==> src/rtl/seq_game_pkg.sv <==
// Shared types and LFSR tap constants for the sequence-game engine.
package seq_game_pkg;

    typedef enum logic [1:0] {IDLE, SHOW, INPUT, OVER} state_t;
    typedef enum logic {PH_SHOW, PH_GAP} phase_t;

    localparam logic [15:0] LFSR16_TAPS = 16'hB400;

    // Right-shifting Galois tap masks; widths without an entry fall back to the 16-bit mask.
    function automatic logic [31:0] lfsr_taps(input int w);
        case (w)
            4:       return 32'h0000_000C;
            8:       return 32'h0000_00B8;
            16:      return {16'h0000, LFSR16_TAPS};
            default: return {16'h0000, LFSR16_TAPS};
        endcase
    endfunction

endpackage

==> src/rtl/seq_lfsr.sv <==
// Right-shifting Galois LFSR with synchronous load and step enable; resets to 1.
module seq_lfsr #(
    parameter int            W    = 16,
    parameter logic [W-1:0]  TAPS = W'(16'hB400)
) (
    input  logic         clk,
    input  logic         reset,
    input  logic         load,
    input  logic [W-1:0] load_val,
    input  logic         step,
    output logic [W-1:0] q
);

    logic [W-1:0] q_reg;
    logic [W-1:0] step_val;

    generate
        for (genvar gi = 0; gi < W; gi++) begin : g_bit
            if (gi == W - 1) begin : g_top
                assign step_val[gi] = q_reg[0] & TAPS[gi];
            end else begin : g_mid
                assign step_val[gi] = q_reg[gi+1] ^ (q_reg[0] & TAPS[gi]);
            end
        end
    endgenerate

    always_ff @(posedge clk or posedge reset) begin
        if (reset) begin
            q_reg <= W'(1);
        end else if (load) begin
            q_reg <= load_val;
        end else if (step) begin
            q_reg <= step_val;
        end
    end

    assign q = q_reg;

endmodule

==> src/rtl/seq_game_core.sv <==
// Simon-style memory game: replays an LFSR-generated symbol sequence, then
// checks the player's entries, growing the round by one symbol on success.
module seq_game_core
    import seq_game_pkg::*;
#(
    parameter int SYM_W        = 2,
    parameter int MAX_LEN      = 16,
    parameter int SHOW_CYCLES  = 25_000_000,
    parameter int GAP_CYCLES   = 5_000_000,
    parameter int MAX_MISTAKES = 3,
    parameter int SCORE_W      = 8,
    parameter int LFSR_W       = 16
) (
    input  logic                         clk,
    input  logic                         reset,
    input  logic                         start,
    input  logic [SYM_W-1:0]             sym_in,
    input  logic                         sym_valid,
    output logic [SYM_W-1:0]             show_sym,
    output logic                         show_valid,
    output logic                         await_input,
    output logic [$clog2(MAX_LEN+1)-1:0] round_len,
    output logic [SCORE_W-1:0]           score,
    output logic [SCORE_W-1:0]           mistakes,
    output logic                         game_over,
    output logic                         won
);

    localparam int RL_W    = $clog2(MAX_LEN + 1);
    localparam int CNT_MAX = (SHOW_CYCLES > GAP_CYCLES) ? SHOW_CYCLES : GAP_CYCLES;
    localparam int CNT_W   = $clog2(CNT_MAX + 1);

    localparam logic [LFSR_W-1:0] TAPS      = LFSR_W'(lfsr_taps(LFSR_W));
    localparam logic [CNT_W-1:0]  SHOW_LOAD = CNT_W'(SHOW_CYCLES - 1);
    localparam logic [CNT_W-1:0]  GAP_LOAD  = CNT_W'(GAP_CYCLES - 1);

    state_t              state_reg, state_next;
    phase_t              phase_reg, phase_next;
    logic [CNT_W-1:0]    cnt_reg, cnt_next;
    logic [RL_W-1:0]     idx_reg, idx_next;
    logic [RL_W-1:0]     len_reg, len_next;
    logic [SCORE_W-1:0]  score_reg, score_next;
    logic [SCORE_W-1:0]  mistakes_reg, mistakes_next;
    logic                won_reg, won_next;
    logic [LFSR_W-1:0]   seed_reg, seed_next;

    logic [LFSR_W-1:0]   free_q;
    logic [LFSR_W-1:0]   gen_q;
    logic [LFSR_W-1:0]   gen_load_val;
    logic [LFSR_W-1:0]   start_seed;
    logic                gen_load;
    logic                gen_step;
    logic                replay;
    logic                gen_unused;

    seq_lfsr #(.W(LFSR_W), .TAPS(TAPS)) u_free_lfsr (
        .clk      (clk),
        .reset    (reset),
        .load     (1'b0),
        .load_val ('0),
        .step     (1'b1),
        .q        (free_q)
    );

    seq_lfsr #(.W(LFSR_W), .TAPS(TAPS)) u_gen_lfsr (
        .clk      (clk),
        .reset    (reset),
        .load     (gen_load),
        .load_val (gen_load_val),
        .step     (gen_step),
        .q        (gen_q)
    );

    // Only the low symbol bits of the generator are consumed.
    assign gen_unused = ^gen_q;
    assign start_seed = (free_q == '0) ? LFSR_W'(1) : free_q;

    always_ff @(posedge clk or posedge reset) begin
        if (reset) begin
            state_reg    <= IDLE;
            phase_reg    <= PH_SHOW;
            cnt_reg      <= '0;
            idx_reg      <= '0;
            len_reg      <= '0;
            score_reg    <= '0;
            mistakes_reg <= '0;
            won_reg      <= 1'b0;
            seed_reg     <= LFSR_W'(1);
        end else begin
            state_reg    <= state_next;
            phase_reg    <= phase_next;
            cnt_reg      <= cnt_next;
            idx_reg      <= idx_next;
            len_reg      <= len_next;
            score_reg    <= score_next;
            mistakes_reg <= mistakes_next;
            won_reg      <= won_next;
            seed_reg     <= seed_next;
        end
    end

    always_comb begin
        state_next    = state_reg;
        phase_next    = phase_reg;
        cnt_next      = cnt_reg;
        idx_next      = idx_reg;
        len_next      = len_reg;
        score_next    = score_reg;
        mistakes_next = mistakes_reg;
        won_next      = won_reg;
        seed_next     = seed_reg;
        gen_load      = 1'b0;
        gen_load_val  = seed_reg;
        gen_step      = 1'b0;
        replay        = 1'b0;

        case (state_reg)
            IDLE, OVER: begin
                if (start) begin
                    seed_next     = start_seed;
                    gen_load_val  = start_seed;
                    score_next    = '0;
                    mistakes_next = '0;
                    won_next      = 1'b0;
                    len_next      = RL_W'(1);
                    replay        = 1'b1;
                end
            end
            SHOW: begin
                if (cnt_reg != '0) begin
                    cnt_next = cnt_reg - 1'b1;
                end else if (phase_reg == PH_SHOW) begin
                    phase_next = PH_GAP;
                    cnt_next   = GAP_LOAD;
                end else if (idx_reg == len_reg - 1'b1) begin
                    state_next = INPUT;
                    idx_next   = '0;
                    gen_load   = 1'b1;
                end else begin
                    idx_next   = idx_reg + 1'b1;
                    gen_step   = 1'b1;
                    phase_next = PH_SHOW;
                    cnt_next   = SHOW_LOAD;
                end
            end
            INPUT: begin
                if (sym_valid) begin
                    if (sym_in == gen_q[SYM_W-1:0]) begin
                        if (idx_reg < len_reg - 1'b1) begin
                            idx_next = idx_reg + 1'b1;
                            gen_step = 1'b1;
                        end else begin
                            if (score_reg != '1) begin
                                score_next = score_reg + 1'b1;
                            end
                            if (len_reg == RL_W'(MAX_LEN)) begin
                                state_next = OVER;
                                won_next   = 1'b1;
                            end else begin
                                len_next = len_reg + 1'b1;
                                replay   = 1'b1;
                            end
                        end
                    end else begin
                        mistakes_next = mistakes_reg + 1'b1;
                        if (mistakes_next == SCORE_W'(MAX_MISTAKES)) begin
                            state_next = OVER;
                            won_next   = 1'b0;
                        end else begin
                            replay = 1'b1;
                        end
                    end
                end
            end
            default: ;
        endcase

        // Every new round, retry or fresh game replays from the first symbol.
        if (replay) begin
            state_next = SHOW;
            phase_next = PH_SHOW;
            cnt_next   = SHOW_LOAD;
            idx_next   = '0;
            gen_load   = 1'b1;
        end
    end

    always_comb begin
        show_valid  = (state_reg == SHOW) && (phase_reg == PH_SHOW);
        show_sym    = show_valid ? gen_q[SYM_W-1:0] : '0;
        await_input = (state_reg == INPUT);
        game_over   = (state_reg == OVER);
        round_len   = len_reg;
        score       = score_reg;
        mistakes    = mistakes_reg;
        won         = won_reg;
    end

endmodule

==> config.mk <==
export PLATFORM = sky130hd
export DESIGN_NAME = seq_game_core
export DESIGN_NICKNAME = d
export VERILOG_FILES = /design/src/rtl/seq_game_pkg.sv /design/src/rtl/seq_lfsr.sv /design/src/rtl/seq_game_core.sv
export SDC_FILE = /design/constraint.sdc
export NUM_CORES = 1
export LEC_CHECK = 0
export CAP_MARGIN = 0
export CELL_PAD_IN_SITES_DETAIL_PLACEMENT = 0
export CELL_PAD_IN_SITES_GLOBAL_PLACEMENT = 2
export CORE_UTILIZATION = 39
export CTS_CLUSTER_DIAMETER = 120
export CTS_CLUSTER_SIZE = 16
export DETAILED_ROUTE_END_ITERATION = 12
export PLACE_DENSITY = 0.9
export SYNTH_ARGS = -nofsm -noshare
export SYNTH_HDL_FRONTEND = slang
export SYNTH_SLANG_ARGS = --single-unit
==> constraint.sdc <==
create_clock -name clk -period 4.3 [get_ports clk]
set_clock_uncertainty 0.2 [all_clocks]
set_input_delay 0.86 -clock clk [delete_from_list [all_inputs] [get_ports clk]]
set_output_delay 0.86 -clock clk [all_outputs]
set_load 0.02 [all_outputs]
# ---- Word level (Yosys, flattened, before mapping)
# Index checks and enable logic that the tools add are counted.
# W data, S select, Z words.
dict set report classes {
  add_sub_neg 6
  magnitude_cmp 1
  n_eq_ne 29
  mux 74
  bitwise_logic 7
  n_reduce_logical 17
}
# cell n
set op_table {}
lappend op_table {{$mux W25} 5}
lappend op_table {{$mux W16} 5}
lappend op_table {{$mux W5} 12}
lappend op_table {{$mux W8} 7}
lappend op_table {{$pmux W8 S2} 2}
lappend op_table {{$mux W1} 27}
lappend op_table {{$reduce_bool A25 Y1} 1}
lappend op_table {{$sub A25 B1 Y25 const B} 1}
lappend op_table {{$reduce_and A6 Y1} 4}
lappend op_table {{$mux W2} 10}
lappend op_table {{$pmux W5 S2} 2}
lappend op_table {{$add A8 B1 Y8 const B} 2}
lappend op_table {{$logic_not A16 Y1} 1}
lappend op_table {{$ne A2 B2 Y1 const B} 6}
lappend op_table {{$ne A3 B3 Y1 const B} 4}
lappend op_table {{$add A5 B1 Y5 const B} 2}
lappend op_table {{$ne A3 B1 Y1 const B} 3}
lappend op_table {{$eq A8 B2 Y1 const B} 1}
lappend op_table {{$ne A4 B4 Y1 const B} 2}
lappend op_table {{$ne A8 B8 Y1 const B} 1}
lappend op_table {{$reduce_and A8 Y1} 1}
lappend op_table {{$ne A3 B2 Y1 const B} 2}
lappend op_table {{$pmux W1 S2} 3}
lappend op_table {{$reduce_bool A2 Y1} 3}
lappend op_table {{19 further kinds} 27}
dict set report word_totals {
  reg_bits 103
  in_bits 6
  output_inout_bits 27
  wordCells 145
}

# ---- Logic depth before layout (Yosys ltp)
dict set report depth {
  ltp_word 8
  mapped_depth 13
  mapped_depth_nobuf 12
}

# ---- By module
# Synthesis repeated with hierarchy kept, for this count alone.
dict set report unflattened {
  hier_cells 607
  area_unflattened_um2 5806.8
}
# module instances cells_per_inst area_per_inst_um2 seq_area_each_um2
set by_module_without_submodules {}
lappend by_module_without_submodules {seq_game_core 1 457 4207.8 1778.0}
lappend by_module_without_submodules {seq_lfsr 2 75 799.5 401.6}

# ---- Least setup slack after synthesis
# No wires, ideal clock.
dict set report synth_path {
  path_type {register to register}
  startpoint {register len_reg[0], in the netlist round_len[0]}
  endpoint {register cnt_reg[17]}
  setup_time_ps 121
  t_arrival_ps 2912
  required_ps 3979
  path_slack_ps 1067
  stages_incl_launch_ff 14
  n_path_buf 1
  period_less_slack_ps 3233
  cell_sequence {dfrtp_1 inv_1 ha_1 nand2_1 xor2_1 ha_1 and3_1 o21ai_0 a211o_1 o31ai_1 o31a_1 clkbuf_1 o21ai_0 a22o_1}
}
dict set report synth_between {
  elab_chain_len 8
  elab_cells_between_ends 13
  cone_classes {add/sub: 1; order compare: 1; eq/ne: 3; mux: 6; reduce/logical: 2}
}
# item line_no
set synth_lines {}
lappend synth_lines {{from (decl)} seq_game_core.sv:41} ;# logic [RL_W-1:0] len_reg, len_next;
lappend synth_lines {{from (signal assigned)} seq_game_core.sv:94} ;# len_reg <= len_next;
lappend synth_lines {{$sub A5 B1 Y5 or $eq A5 B5 Y1 (tied branches)} {seq_game_core.sv:135, seq_game_core.sv:149, seq_game_core.sv:156}}
lappend synth_lines {{$lt A5 B5 Y1 or $mux W1 (tied branches)} {seq_game_core.sv:149, seq_game_core.sv:156}}
lappend synth_lines {{$mux W1} seq_game_core.sv:149} ;# if (idx_reg < len_reg - 1'b1) begin
lappend synth_lines {{$mux W1} seq_game_core.sv:148} ;# if (sym_in == gen_q[SYM_W-1:0]) begin
lappend synth_lines {{$mux W1} seq_game_core.sv:147} ;# if (sym_valid) begin
lappend synth_lines {{$pmux W1 S2} seq_game_core.sv:117} ;# case (state_reg)
lappend synth_lines {{$ne A4 B4 Y1 (no source line) or $reduce_bool A2 Y1 (tied branches)} -}
lappend synth_lines {{$reduce_and A2 Y1 (no source line)} -}
lappend synth_lines {{to (signal assigned)} seq_game_core.sv:92} ;# cnt_reg <= cnt_next;
lappend synth_lines {{to (decl)} seq_game_core.sv:39} ;# logic [CNT_W-1:0] cnt_reg, cnt_next;
# Several ways; a longest one is shown, not always the timed one.
# A chain may end at the register's enable or synchronous reset.

# ---- Worst setup path in the final report
dict set report layout_path {
  startpoint {register len_reg[0], in the netlist round_len[0]}
  endpoint {register cnt_reg[23]}
}
# The elaborated chain is that of the path after synthesis.

==> impl_metrics.ini <==
[route]
drtIter0Drc = 243
routedWlPerCell_um = 16.0
vias = 4210
totalWireLength_um = 12200
antenna_left = 0
drcViolationCount = 0
avgViaCountPerCell = 5.53
drt_first_pass_iters = 4

[clock_tree]
cts.sinks = 103
clkTransAtPathRegs_ns = 0.08
numCtsBuffers = 9
cts_setup_buffers = 0
h-tree-depth = 3
cts.repair.resized = 0
clkLatencyLatePin_ns = 0.36
cts_root_buffer = clkbuf_16
clock_path_buffers = 2
cts_tree = yes
postCtsHoldBufs = 0

[pwr]
vdd_drop_max_mv = 0.323
power.density_mw_per_mm2 = 512
fin_total_pwr_mw = 3.19
leakagePower_nw = 2.64

[global_routing]
overflow = 0
grt_usage_pct = 18.3
grt_pass1_vias = 4074
grt_first_pass_wirelength_um = 20600
grt_start_max_net_pins = 61
antenna_found_initial = 0

[job]
cap_violations = 0

[worst_hold_path]
hold_class = flip-flop to flip-flop

[worst_setup_path]
crit_chain = inv_1 > ha_1 > nand2_1 > xor2_1 > ha_1 > and3_1 > nand3_1 > nor4_4 > nor2_1 > nand3_1 > mux2i_1 > nor2_1
start_kind = flip-flop
cp_top_family = simple AND/OR/NAND/NOR gates
crit_slowest_cell = nor2_1
path_buf_inv = 1
cp_max_fo = 15
critical_path_required_ns = 4.33
cpPeakStageDelay_ns = 0.90
path_class = flip-flop to flip-flop
critPathArrivalTime_ns = 3.59
critPathCaptureType = flip-flop

[finish]
antennaDiodeCount = 0
fillCellCount = 1255
layout-drive-gt1-share_pct = 10.9
syn2layout_area_growth_pct = 14.8
nets = 602
largest_reg_flops = 25
layout.cells.non_filler = 761

[outcome]
status = completed

[timing]
finalMaxSlewViolations = 0
hold_viol = 0
whs_ns = 0.201
worst_pin_slew_ns = 1.18
max_freq_mhz = 281
fin_tns_setup_ns = 0
finalCriticalPeriod_ns = 3.55
fin_crit_sh_pct = 82.6
setup_viol = 0
slew_headroom_pct = 20.7
rsz0062_at_grt = no

[synthesis]
synth_enable_flop_cells = 0
avgSynthCellArea_um2 = 9.82
ys_warn_count = 0
synthesis.area_mm2 = 0.00543
async_flop_share_pct = 100
synth_cell_types = 60
synth_ff_type = dfrtp_1
syn_nets = 575
synth_seq_area_share_pct = 47.5
netlist_instances = 553
ys_seq_elements = 103

[floorplan]
dieHeight_um = 120
die_w_um = 120
io_pins = 33
core_mm2 = 0.0134
rows = 42
initial_core_util_pct = 40.5
die_area_mm2 = 0.0144

[placed_design]
gp_congestion = 0.801
place_inst = 745
numPortBuffers = 32
hpwlAfterDp_um = 8540
cells in the final DEF, fill, tap and decap left out, types with 4 or more instances in the layout:
cell type | synthesis | final
and3_1 | 9 | 9
nand2b_1 | 8 | 8
or3_1 | 8 | 8
a211oi_1 | 4 | 4
o21ai_0 | 36 | 36
o21ai_1 | 7 | 7
nand2_1 | 60 | 60
nand3_1 | 23 | 23
o22ai_1 | 5 | 5
ha_1 | 16 | 16
xnor2_1 | 7 | 7
mux2_2 | 15 | 15
a22o_1 | 4 | 4
o31ai_1 | 4 | 4
buf_4 | 0 | 5
nor4_1 | 8 | 7
inv_1 | 15 | 14
clkdlybuf4s50_1 | 0 | 32
nand4_1 | 9 | 9
dfrtp_1 | 100 | 100
mux2i_1 | 19 | 19
o21ai_2 | 10 | 10
nor2_1 | 46 | 46
clkbuf_16 | 0 | 9
nor3_1 | 15 | 15
xor2_1 | 17 | 17
and2_1 | 5 | 5
o211ai_1 | 4 | 4
a21oi_1 | 24 | 24
area by class of cell:
cell class              count  area [µm²]  area share (%)
clock buffers               9         225            3.61
clock inverters             7        75.1            1.20
inverters                  15        58.8           0.943
multi-input cells         413        2700            43.3
flip-flops and latches    103        2580            41.4
well taps                 176         220            3.53
repair buffers             38         378            6.06
cells by family (layout without fill, tap and decap cells):
kind of cell	Yosys count	in the layout	share of synthesized area, %
AO/OA/AOI/OAI	131	131	16.0
XOR/XNOR	24	24	3.87
adder cells (fa/ha/maj)	16	16	3.68
buffers and inverters	37	69	3.09
flip-flops	103	103	47.5
multiplexers	34	34	6.61
AND/OR/NAND/NOR	208	208	19.3
routing by layer:
layer / vias up / track usage, % / part of all wire [%]
li1: 2065 / - / -
met1: 2068 / 24.9 / 49
met2: 61 / 27.8 / 45
met3: 16 / 4.61 / 4.1
met4: 0 / 7.27 / 1.7
met5: - / 0 / 0
Yosys cell counts, drive strengths merged, types with 4 or more instances:
cell type / n / share of area [%]
dfrtp: 100 / 46
nand2: 60 / 4.1
o21ai: 53 / 5.6
nor2: 46 / 3.2
a21oi: 25 / 2.5
nand3: 24 / 2.3
mux2i: 19 / 3.5
xor2: 17 / 2.7
clkbuf: 16 / 1.1
ha: 16 / 3.7
inv: 15 / 1.0
mux2: 15 / 3.1
nor3: 15 / 1.4
nor4: 10 / 1.7
and3: 9 / 1.0
nand4: 9 / 1.0
nand2b: 8 / 0.92
or3: 8 / 0.92
xnor2: 7 / 1.1
buf: 6 / 0.94
and2: 5 / 0.58
o22ai: 5 / 0.58
a211oi: 4 / 0.55
a22o: 4 / 0.64
o211ai: 4 / 0.55
o31ai: 4 / 0.55
or4: 4 / 0.62
worst register-to-register path: stages (launching register included):
cell and delay, ns:
dfrtp_1 0.46, inv_1 0.12, ha_1 0.24, nand2_1 0.08
xor2_1 0.15, ha_1 0.26, and3_1 0.19, nand3_1 0.24
nor4_4 0.11, nor2_1 0.90, nand3_1 0.21, mux2i_1 0.23
nor2_1 0.05
power breakdown:
part / switching, mW / internal, mW / total (mW) / leakage [nW]
combinational: 0.845 / 0.398 / 1.24 / 1.16
clock: 0.411 / 0.411 / 0.823 / 0.148
sequential: 0.0874 / 1.04 / 1.13 / 1.33
worst paths after layout:
kind / start / to / slack, ns / depth (start not counted)
setup / recovery: round_len[0] / cnt_reg[23] / 0.75 / 12
hold / removal: u_free_lfsr.q[4] / u_free_lfsr.q[3] / 0.20 / 0
setup reg to reg: round_len[0] / cnt_reg[23] / 0.75 / 12
hold reg to reg: u_free_lfsr.q[4] / u_free_lfsr.q[3] / 0.20 / 0
max in group asynchronous: reset / seed_reg[0] / 2.40 / 3
min in group asynchronous: reset / mistakes[5] / 0.72 / 2
through the flow:
step | instance area (µm²) | setup WS [ns] | utilization (%)
after CTS | 6240 | 0.721 | 46.5
final | 6240 | 0.746 | 46.5
after global placement | 5940 | 0.750 | 44.3
after floorplan | 5430 | 0.541 | -
after detailed placement | 5940 | 0.722 | 44.3
after global routing | 6240 | 0.433 | 46.5
Power figures use the tool's default switching activity.
